### config.mk
export PLATFORM = sky130hd
export DESIGN_NAME = chan_select_decoder_flat
export DESIGN_NICKNAME = d
export VERILOG_FILES = /design/src/rtl/chan_select_decoder_if.sv /design/src/rtl/chan_select_decoder.sv /design/src/flat_wrapper.sv
export SDC_FILE = /design/constraint.sdc
export NUM_CORES = 1
export LEC_CHECK = 0
export ABC_AREA = 1
export BUFFER_PORTS_ARGS = -buffer_cell sky130_fd_sc_hd__clkbuf_2
export CAP_MARGIN = 20
export CORE_ASPECT_RATIO = 0.9
export CORE_MARGIN = 2
export CORE_UTILIZATION = 50
export DETAILED_ROUTE_END_ITERATION = 8
export GPL_TIMING_DRIVEN = 0
export HOLD_SLACK_MARGIN = 0.05
export PLACE_DENSITY = 0.84
export SETUP_SLACK_MARGIN = 0.4
export SYNTH_ARGS = -nofsm -noshare
export SYNTH_HDL_FRONTEND = slang
export SYNTH_SLANG_ARGS = --single-unit
### constraint.sdc
create_clock -name clk -period 4.3 [get_ports clk]
set_input_delay 0 -clock clk [delete_from_list [all_inputs] [get_ports clk]]
set_output_delay 0 -clock clk [all_outputs]
set_load 0.01 [all_outputs]
### src/rtl/chan_select_decoder_if.sv
// Select-load handshake between sonar control and chan_select_decoder.
// The master drives a channel index; the decoder raises in_ready when it can take it.
interface chan_select_decoder_if #(
  parameter int SEL_W = 5
);
  logic             in_valid;
  logic [SEL_W-1:0] in_sel;
  logic             in_ready;

  modport master (
    output in_valid,
    output in_sel,
    input  in_ready
  );

  modport slave (
    input  in_valid,
    input  in_sel,
    output in_ready
  );
endinterface

### src/rtl/chan_select_decoder.sv
// Registered binary-to-one-hot channel decoder with direct load and dwell-timed scan.
// DECODER_PULSE_EN: direct-mode output lasts one cycle per accepted select.
module chan_select_decoder #(
  parameter int SEL_W   = 5,
  parameter int DWELL_W = 8
) (
  input  logic                    clk,
  input  logic                    rst,
  input  logic                    en,
  input  logic                    mode,
  chan_select_decoder_if.slave    sel,
  input  logic [DWELL_W-1:0]      dwell,
  input  logic [SEL_W-1:0]        scan_last,
  output logic [(1<<SEL_W)-1:0]   out,
  output logic                    out_valid,
  output logic [SEL_W-1:0]        cur_sel,
  output logic                    scan_wrap
);

  localparam int N = 1 << SEL_W;
  localparam logic [N-1:0] ONE = {{(N-1){1'b0}}, 1'b1};

  typedef enum logic [1:0] {
    IDLE,
    DIRECT,
    SCAN
  } state_t;

  state_t             state_q, state_d;
  logic [DWELL_W-1:0] cnt_q, cnt_d;
  logic [SEL_W-1:0]   sel_q, sel_d;
  logic               vld_q, vld_d;
  logic               wrap_q, wrap_d;
  logic               accept;

  assign sel.in_ready = (state_q == DIRECT) & en & ~mode;
  assign accept       = sel.in_valid & sel.in_ready;

  always_ff @(posedge clk or posedge rst) begin
    if (rst) begin
      state_q <= IDLE;
      cnt_q   <= '0;
      sel_q   <= '0;
      vld_q   <= 1'b0;
      wrap_q  <= 1'b0;
    end else begin
      state_q <= state_d;
      cnt_q   <= cnt_d;
      sel_q   <= sel_d;
      vld_q   <= vld_d;
      wrap_q  <= wrap_d;
    end
  end

  always_comb begin
    state_d = state_q;
    cnt_d   = cnt_q;
    sel_d   = sel_q;
    vld_d   = vld_q;
    wrap_d  = 1'b0;
    unique case (state_q)
      IDLE: begin
        vld_d = 1'b0;
        cnt_d = '0;
        if (en && mode) begin
          state_d = SCAN;
          sel_d   = '0;
          vld_d   = 1'b1;
        end else if (en) begin
          state_d = DIRECT;
        end
      end
      DIRECT: begin
        if (!en || mode) begin
          state_d = IDLE;
          vld_d   = 1'b0;
        end else if (accept) begin
          sel_d = sel.in_sel;
          vld_d = 1'b1;
        end
`ifdef DECODER_PULSE_EN
        else begin
          vld_d = 1'b0;
        end
`endif
      end
      SCAN: begin
        if (!en || !mode) begin
          state_d = IDLE;
          vld_d   = 1'b0;
          cnt_d   = '0;
        end else if (cnt_q == dwell) begin
          cnt_d = '0;
          // >= so a live shrink of scan_last still wraps
          if (sel_q >= scan_last) begin
            sel_d  = '0;
            wrap_d = 1'b1;
          end else begin
            sel_d = sel_q + 1'b1;
          end
        end else begin
          cnt_d = cnt_q + 1'b1;
        end
      end
      default: begin
        state_d = IDLE;
        vld_d   = 1'b0;
      end
    endcase
  end

  assign out       = vld_q ? (ONE << sel_q) : '0;
  assign out_valid = vld_q;
  assign cur_sel   = sel_q;
  assign scan_wrap = wrap_q;

endmodule

### src/flat_wrapper.sv
// flat-port wrapper written by rule: the top's interface ports become plain ports
module chan_select_decoder_flat 
#(
  parameter int SEL_W   = 5,
  parameter int DWELL_W = 8
)
  (clk, rst, en, mode, dwell, scan_last, out, out_valid, cur_sel, scan_wrap, sel_in_valid, sel_in_sel, sel_in_ready);
  chan_select_decoder_if #(.SEL_W(SEL_W)) sel_i ();
  input  logic clk;
  input  logic rst;
  input  logic en;
  input  logic mode;
  input  logic [DWELL_W-1:0] dwell;
  input  logic [SEL_W-1:0] scan_last;
  output logic [(1<<SEL_W)-1:0] out;
  output logic out_valid;
  output logic [SEL_W-1:0] cur_sel;
  output logic scan_wrap;
  input wire logic [$bits(sel_i.in_valid)-1:0] sel_in_valid;
  input wire logic [$bits(sel_i.in_sel)-1:0] sel_in_sel;
  output wire logic [$bits(sel_i.in_ready)-1:0] sel_in_ready;
  assign sel_i.in_valid = sel_in_valid;
  assign sel_i.in_sel = sel_in_sel;
  assign sel_in_ready = sel_i.in_ready;
  chan_select_decoder #(.SEL_W(SEL_W), .DWELL_W(DWELL_W)) u_core (.clk(clk), .rst(rst), .en(en), .mode(mode), .sel(sel_i), .dwell(dwell), .scan_last(scan_last), .out(out), .out_valid(out_valid), .cur_sel(cur_sel), .scan_wrap(scan_wrap));
endmodule
==> run_results.csv, run 1 <==
group,metric,value,unit
outcome,status,"finished, final reports clean",
timing,min_period_over_period,0.6573,
worst_setup_path,max_stage_delay,590,ps
clock_network,cts_made_buffers,3,
worst_setup_path,cp-start-kind,"register",
timing,hold_viol,0,
timing,fin_crit,2826,ps
drt,wirelength,4.113,mm
logic_synthesis,ys_ff_latch,17,
die,die_area,0.003737,mm²
grt,grt_max_degree,18,
final_layout,seqCellArea,425.4,µm²
drt,drtAntennaViolNets,0,
logic_synthesis,synthesis.nets,293,
final_layout,drive_above_1_share,0.2727,
logic_synthesis,ys_seq_area_frac,0.2607,
worst_setup_path,cp_max_fo,7,
worst_setup_path,crit_path_frequent_cell,"inv_2",
placement,dpl.hpwl,3.230,mm
clock_network,clock_path_buffers,2,
final_layout,diodes,0,
logic_synthesis,ys.flop_type,"dfrtp_1",
clock_network,cts_resized,0,
die,num_rows,19,
logic_synthesis,syn_area_per_cell,6.423,µm²
placement,gp_congestion,0.8267,
clock_network,clkTransAtPathRegs,110,ps
worst_setup_path,path_cells,"inv_1, ha_1, inv_2, nor2_2, inv_2, nand2_2, inv_2, nand4_1, dlygate4sd3_1, o21ai_1, dlygate4sd3_1",
timing,setup_viol,0,
timing,rsz0062_at_grt,"false",
final_layout,area_delta_synth_final,30.06,%
drt,num_vias,1795,
power_and_ir_drop,sw_frac_of_total,0.5128,
final_layout,multi_input_area,0.001040,mm²
drt,viasPerCell,4.825,
power_and_ir_drop,p_seq_frac,0.296,
final_layout,nets,370,
logic_synthesis,yosysTopAreaCellShare,0.2607,
power_and_ir_drop,p_int,384.8,µW
logic_synthesis,synth-edff-count,0,
final_layout,nFillCells,300,
logic_synthesis,syn_area,0.001632,mm²
die,die_w,64.22,µm
logic_synthesis,synth_common_cells,"nand2_1, nor2_1, inv_1",
logic_synthesis,yosys_warnings,0,
drt,wire_per_inst,11.06,µm
logic_synthesis,synth_cell_type_count,25,
worst_setup_path,critical_path_class,"register to register",
clock_network,clk_latency,300,ps
clock_network,cts_root_buf,"clkbuf_4",
placement,numPlacedInstances,358,
logic_synthesis,synth.most_common_cell,"nand2_1",
grt,grt_usage,0.2376,
timing,setup_tns,0,ps
die,die_y,58.19,µm
timing,slew_headroom,0.5525,
clock_network,htreeDepth,1,
worst_setup_path,cp.arrival,3010,ps
logic_synthesis,syn_inst,254,
grt,antenna_found_initial,0,
power_and_ir_drop,irDropWorstVdd,324.0,µV
logic_synthesis,synthTopCellsByArea,"dfrtp_1, nand2_1, ha_1, nor2_1, inv_1",
clock_network,clock_sinks,17,
die,design.core.area,0.003090,mm²
min_path,hold_path_class,"input port to register",
final_layout,stdcell_count,372,
power_and_ir_drop,p_leak,1.130,nW
placement,io_buffers,62,
timing,max_clock_freq,0.3538,GHz
worst_setup_path,critPathCaptureType,"register",
power_and_ir_drop,p_per_area,372.2,mW/mm²
power_and_ir_drop,p_clk_frac,0.113,
power_and_ir_drop,switchingPower,405.0,µW
timing,tightest_slew,670.6,ps
power_and_ir_drop,pwr-share-comb,0.592,
job,cap_violations,0,
logic_synthesis,async_reset_ff_frac,1.000,
grt,gr-total-overflow,0,
worst_setup_path,slowest_stage,"dlygate4sd3_1",
drt,drt_pass1_iterations,4,
worst_setup_path,crit_required,4490,ps
drt,drtIter0Drc,85,
grt,grt_pass1_wl,7.058,mm
drt,drc,0,
timing,clock_skew,7.752,ps
die,start_util,0.5279,
grt,grt_pass1_vias,1664,
logic_synthesis,yosys.area.top_type,"dfrtp_1",
timing,drv_slew,0,
die,io_pins,63,
clock_network,cts_tree,"yes",
## cell usage in the layout (no fill, tap or decap)
| cell type | synthesis | final |
|---|---|---|
| clkbuf_4 | 0 | 3 |
| o21ai_0 | 2 | 2 |
| clkbuf_1 | 2 | 2 |
| nand3_4 | 1 | 1 |
| clkinv_2 | 0 | 1 |
| dfrtp_1 | 17 | 17 |
| a21oi_1 | 14 | 14 |
| buf_2 | 2 | 2 |
| inv_1 | 30 | 30 |
| o22ai_1 | 1 | 1 |
| o21ai_2 | 1 | 1 |
| xnor2_1 | 4 | 4 |
| nor2_4 | 1 | 1 |
| nor2_1 | 43 | 43 |
| nand3_1 | 20 | 20 |
| nor3_1 | 1 | 1 |
| o21ai_1 | 3 | 3 |
| clkbuf_2 | 0 | 62 |
| xor2_1 | 4 | 4 |
| nand2_4 | 2 | 2 |
| inv_2 | 8 | 8 |
| a21oi_4 | 1 | 1 |
| nand2_2 | 3 | 3 |
| nand4_1 | 3 | 3 |
| dlygate4sd3_1 | 0 | 10 |
| nand2_1 | 70 | 70 |
| ha_1 | 16 | 16 |
| nor2_2 | 4 | 4 |
| inv_4 | 1 | 1 |
## what timing repair did
item,in CTS,in global routing
endpoints found under the setup margin,0,0
buffers inserted,0,0
hold endpoints to repair,25,0
hold buffers,10,0
## worst paths after layout
check / from / end / depth (start not counted) / slack (ps)
setup reg to reg: u_core.state_q[0] / u_core.out_valid / 11 / 1470
hold / removal: sel_in_valid / u_core.cur_sel[2] / 7 / 150
min in group asynchronous: rst / u_core.cnt_q[6] / 3 / 330
max in group asynchronous: rst / u_core.cur_sel[0] / 3 / 3540
hold reg to reg: u_core.cnt_q[0] / u_core.cnt_q[0] / 2 / 600
setup / recovery: u_core.state_q[0] / u_core.out_valid / 11 / 1470
## registers in the layout (all words and copies together) (netlist names)
signal	flops
u_core.cnt_q	8
u_core.cur_sel	5
u_core.state_q	2
u_core.out_valid	1
u_core.scan_wrap	1
## per-layer routing
layer | part of all wire | vias to the layer above | global-route usage
met5 | 0 | - | 0
met4 | 0.0058 | 0 | 0.06079
met3 | 0.058 | 2 | 0.04272
met2 | 0.49 | 61 | 0.4241
met1 | 0.45 | 793 | 0.2991
li1 | - | 939 | -
## cell type report
class	instances	area share
Clock inverter	1	0.002358
Buffer	4	0.008255
Clock buffer	3	0.01061
Tap cell	42	0.02476
Timing Repair Buffer	72	0.1934
Sequential cell	17	0.2005
Inverter	39	0.07017
Multi-Input combinational cell	194	0.4900
## stage by stage
step                      worst slack, ps  utilization  area (µm²)  hold WS, ps  power (mW)
after floorplan                      2754            -        1632       -73.93      0.5621
after global placement               2605       0.6453        1994        101.1      0.6727
after detailed placement             2546       0.6453        1994        113.6      0.6887
after CTS                            1487       0.6866        2122        151.8      0.7903
after global routing                 1290       0.6866        2122        175.0      0.8643
final                                1474       0.6866        2122        153.8      0.7898
## critical path, delay by kind of cell, from the launching register on
| kind | cells | cell delay (ps) |
|---|---|---|
| adders and majority gates | 1 | 420 |
| DFF | 1 | 420 |
| and+or+nand+nor | 3 | 310 |
| buffers and inverters | 6 | 1500 |
| AOI/OAI and AO/OA | 1 | 80 |
## kinds of logic after synthesis
family          synth area share
compound gates           0.07746
buf+inv                   0.1020
fa+ha+maj                 0.1227
simple gates              0.3942
flops                     0.2607
xor+xnor                 0.04294
## power groups by stage
stage	clock (mW)	sequential [mW]	combinational [mW]
after global routing	0.0940	0.239	0.532
final	0.0889	0.234	0.467
after floorplan	0	0.232	0.330
after global placement	0	0.235	0.438
after detailed placement	0	0.236	0.453
after CTS	0.0922	0.233	0.465
No activity file was read; power rests on OpenSTA's default activity.
==> run 2: changes to the inputs <==
ABC_AREA = 0   (was 1)
CORE_UTILIZATION = 43   (was 50)
PLACE_DENSITY = 0.78   (was 0.84)
clock period = 2.6 ns   (was 4.3 ns; I/O delays follow)
==> run 2 against run 1 <==
  * Fmax is 44% higher
  * Synthesized area is 7.1% lower
  * Die area is 7.5% higher
  * Clock skew is 6.5 ps lower
  * Flip-flop and latch count stayed put
  * Cell area is 8.5% lower
  * Clock power is 120% higher
==> run_results.csv, run 2 <==
group,metric,value,unit
power_and_ir_drop,p_per_area,717.7,mW/mm²
clock_network,clock_sinks,17,
logic_synthesis,synth_cell_type_count,38,
logic_synthesis,yosys.area.top_type,"dfrtp_1",
outcome,status,"finished, final reports clean",
clock_network,cts_tree,"yes",
worst_setup_path,max_stage_delay,410,ps
drt,drt_pass1_iterations,4,
grt,antenna_found_initial,0,
timing,rsz0062_at_grt,"false",
drt,viasPerCell,5.147,
die,die_w,66.57,µm
worst_setup_path,crit_required,2770,ps
placement,numPlacedInstances,287,
power_and_ir_drop,switchingPower,649.0,µW
timing,hold_ws,79.28,ps
grt,gr-total-overflow,0,
final_layout,final_cell_mix,"clkbuf_2, nor2_1, dfrtp_1",
logic_synthesis,synth.most_common_cell,"nor2_1",
timing,hold_viol,0,
final_layout,largest_reg_flops,8,
min_path,hold_path_class,"input port to register",
job,cap_violations,0,
drt,wirelength,3.650,mm
clock_network,clk_latency,250,ps
final_layout,area_delta_synth_final,28.16,%
final_layout,fin_area,0.001942,mm²
final_layout,stdcell_count,293,
power_and_ir_drop,p_int,744.6,µW
min_path,hold_start,"sel_in_sel[1]",
worst_setup_path,reg2reg_depth,7,
drt,drtAntennaViolNets,0,
logic_synthesis,synthTopCellsByArea,"dfrtp_1, ha_1, nor2_1, xor2_1, inv_1",
die,design.core.area,0.003378,mm²
power_and_ir_drop,p_seq_frac,0.283,
drt,drc,0,
worst_setup_path,r2r_slack,630,ps
clock_network,cts_setup_buffers,0,
logic_synthesis,async_reset_ff_frac,1.000,
drt,highest_layer,"met4",
clock_network,cts_made_buffers,3,
power_and_ir_drop,irDropWorstVdd,586.3,µV
placement,gp_congestion,0.8529,
placement,io_buffers,60,
placement,place_area,0.001871,mm²
logic_synthesis,syn_area,0.001515,mm²
die,die_area,0.004015,mm²
timing,setup_tns,0,ps
power_and_ir_drop,p_total,1.394,mW
worst_setup_path,critical_path_class,"register to register",
min_path,worstHoldEndpoint,"u_core.cur_sel[1]",
worst_setup_path,critPathCaptureType,"register",
grt,grt_max_degree,18,
min_path,hold_depth,3,
power_and_ir_drop,pwr-share-comb,0.578,
timing,slew_headroom,0.5707,
worst_setup_path,r2r_start,"u_core.state_q[0]",
grt,grt_pass1_wl,5.651,mm
logic_synthesis,synth-edff-count,0,
grt,grt_usage,0.1824,
final_layout,mostFrequentLayoutCell,"clkbuf_2",
logic_synthesis,ys.flop_type,"dfrtp_1",
drt,wirelength_met1,1.738,mm
die,die_y,60.32,µm
final_layout,drive_above_1_share,0.2932,
die,io_pins,63,
timing,drv_slew,0,
power_and_ir_drop,sw_frac_of_total,0.4657,
drt,wl_met3,169,µm
worst_setup_path,cp_num_buf_inv,1,
die,start_util,0.4485,
worst_setup_path,cp_max_fo,6,
timing,max_clock_freq,0.5084,GHz
worst_setup_path,slowest_stage,"dfrtp_1",
drt,drtIter0Drc,61,
final_layout,nFillCells,305,
final_layout,diodes,0,
worst_setup_path,cp.arrival,2140,ps
logic_synthesis,yosysTopAreaCellShare,0.2808,
timing,clock_skew,1.256,ps
clock_network,clkTransAtPathRegs,60,ps
clock_network,cts_root_buf,"clkbuf_8",
logic_synthesis,syn_area_per_cell,8.280,µm²
logic_synthesis,synth_common_cells,"nor2_1, dfrtp_1, ha_1",
timing,min_period_over_period,0.7565,
timing,tightest_slew,643.3,ps
worst_setup_path,r2r-end,"u_core.cur_sel[2]",
drt,num_vias,1508,
logic_synthesis,ys_ff_latch,17,
grt,grt_pass1_vias,1241,
drt,met2_wirelength,1.698,mm
timing,setup_viol,0,
final_layout,nets,289,
logic_synthesis,yosys_warnings,0,
placement,dpl.hpwl,2.904,mm
worst_setup_path,path_cells,"inv_1, ha_1, nor2_1, and4b_1, o21bai_1, a21oi_4, mux2i_1",
final_layout,regMostFlops,"u_core.cnt_q",
clock_network,clock_path_buffers,2,
worst_setup_path,cp_top_family,"simple AND/OR/NAND/NOR gates",
drt,wire_per_inst,12.46,µm
worst_setup_path,cp-start-kind,"register",
logic_synthesis,ys_seq_area_frac,0.2808,
power_and_ir_drop,p_clk_frac,0.140,
die,num_rows,20,
logic_synthesis,syn_inst,183,
timing,fin_crit,1967,ps
power_and_ir_drop,p_leak,1.010,nW
clock_network,htreeDepth,1,
logic_synthesis,synthesis.nets,222,
run 2: stage by stage:
| step | setup slack (ps) | utilization |
|---|---|---|
| 2_1_floorplan | 907.5 | - |
| 3_3_place_gp | 679.6 | 0.5537 |
| 3_5_place_dp | 645.2 | 0.5537 |
| 4_1_cts | 619.0 | 0.5730 |
| 5_1_grt | 450.7 | 0.5748 |
| 6_report | 633.1 | 0.5748 |
run 2: worst max path at each step:
stage | from | end | slack (ps) | depth (start not counted)
CTS | u_core.state_q[0] | u_core.cur_sel[2] | 620 | 7
global route | u_core.state_q[0] | u_core.cur_sel[3] | 450 | 8
global placement | u_core.state_q[0] | u_core.cur_sel[4] | 680 | 8
finish | u_core.state_q[0] | u_core.cur_sel[2] | 630 | 7
floorplan | u_core.state_q[0] | u_core.cur_sel[3] | 910 | 8
detailed placement | u_core.state_q[0] | u_core.cur_sel[2] | 650 | 7
run 2: area by class of cell:
class | instances | area (µm²) | share of cell area
repair buffers | 62 | 320.3 | 0.1649
flip-flops and latches | 17 | 425.4 | 0.2191
plain buffers | 5 | 27.53 | 0.01418
inverters | 14 | 52.55 | 0.02706
multi-input cells | 147 | 1016 | 0.5232
well taps | 44 | 55.05 | 0.02835
clock buffers | 4 | 45.04 | 0.02320
run 2: routing by layer:
metal  track usage  up-vias
met3       0.03766        6
met4       0.04373        0
li1              -      770
met5             0        -
met1        0.2610      690
met2        0.2843       42
run 2: tightest hold or removal path, delay by kind of cell:
family                 cells  cell delay [ps]
AOI/OAI and AO/OA          1               90
buffers and inverters      1               80
muxes                      1              120
run 2: power by group through the flow:
stage,logic (mW),registers [mW],clock network (mW)
after floorplan,0.580,0.395,0
after global placement,0.777,0.399,0
after detailed placement,0.789,0.399,0
after CTS,0.796,0.394,0.202
after global routing,0.885,0.405,0.217
final,0.805,0.394,0.195
run 2: kinds of logic (layout without fill, tap and decap cells):
group | after synthesis | in the layout | synth area share
fa+ha+maj | 16 | 16 | 0.1321
mux | 5 | 5 | 0.03468
xor+xnor | 9 | 9 | 0.05203
compound gates | 38 | 38 | 0.1866
flops | 17 | 17 | 0.2808
buf+inv | 19 | 85 | 0.05284
simple gates | 79 | 79 | 0.2609
run 2: repair_timing:
action / 4_1_cts / 5_1_grt
endpoints found under the setup margin: 0 / 1
hold buffers: 2 / 0
resized for setup: 0 / 1
endpoints found under the hold margin: 18 / 0
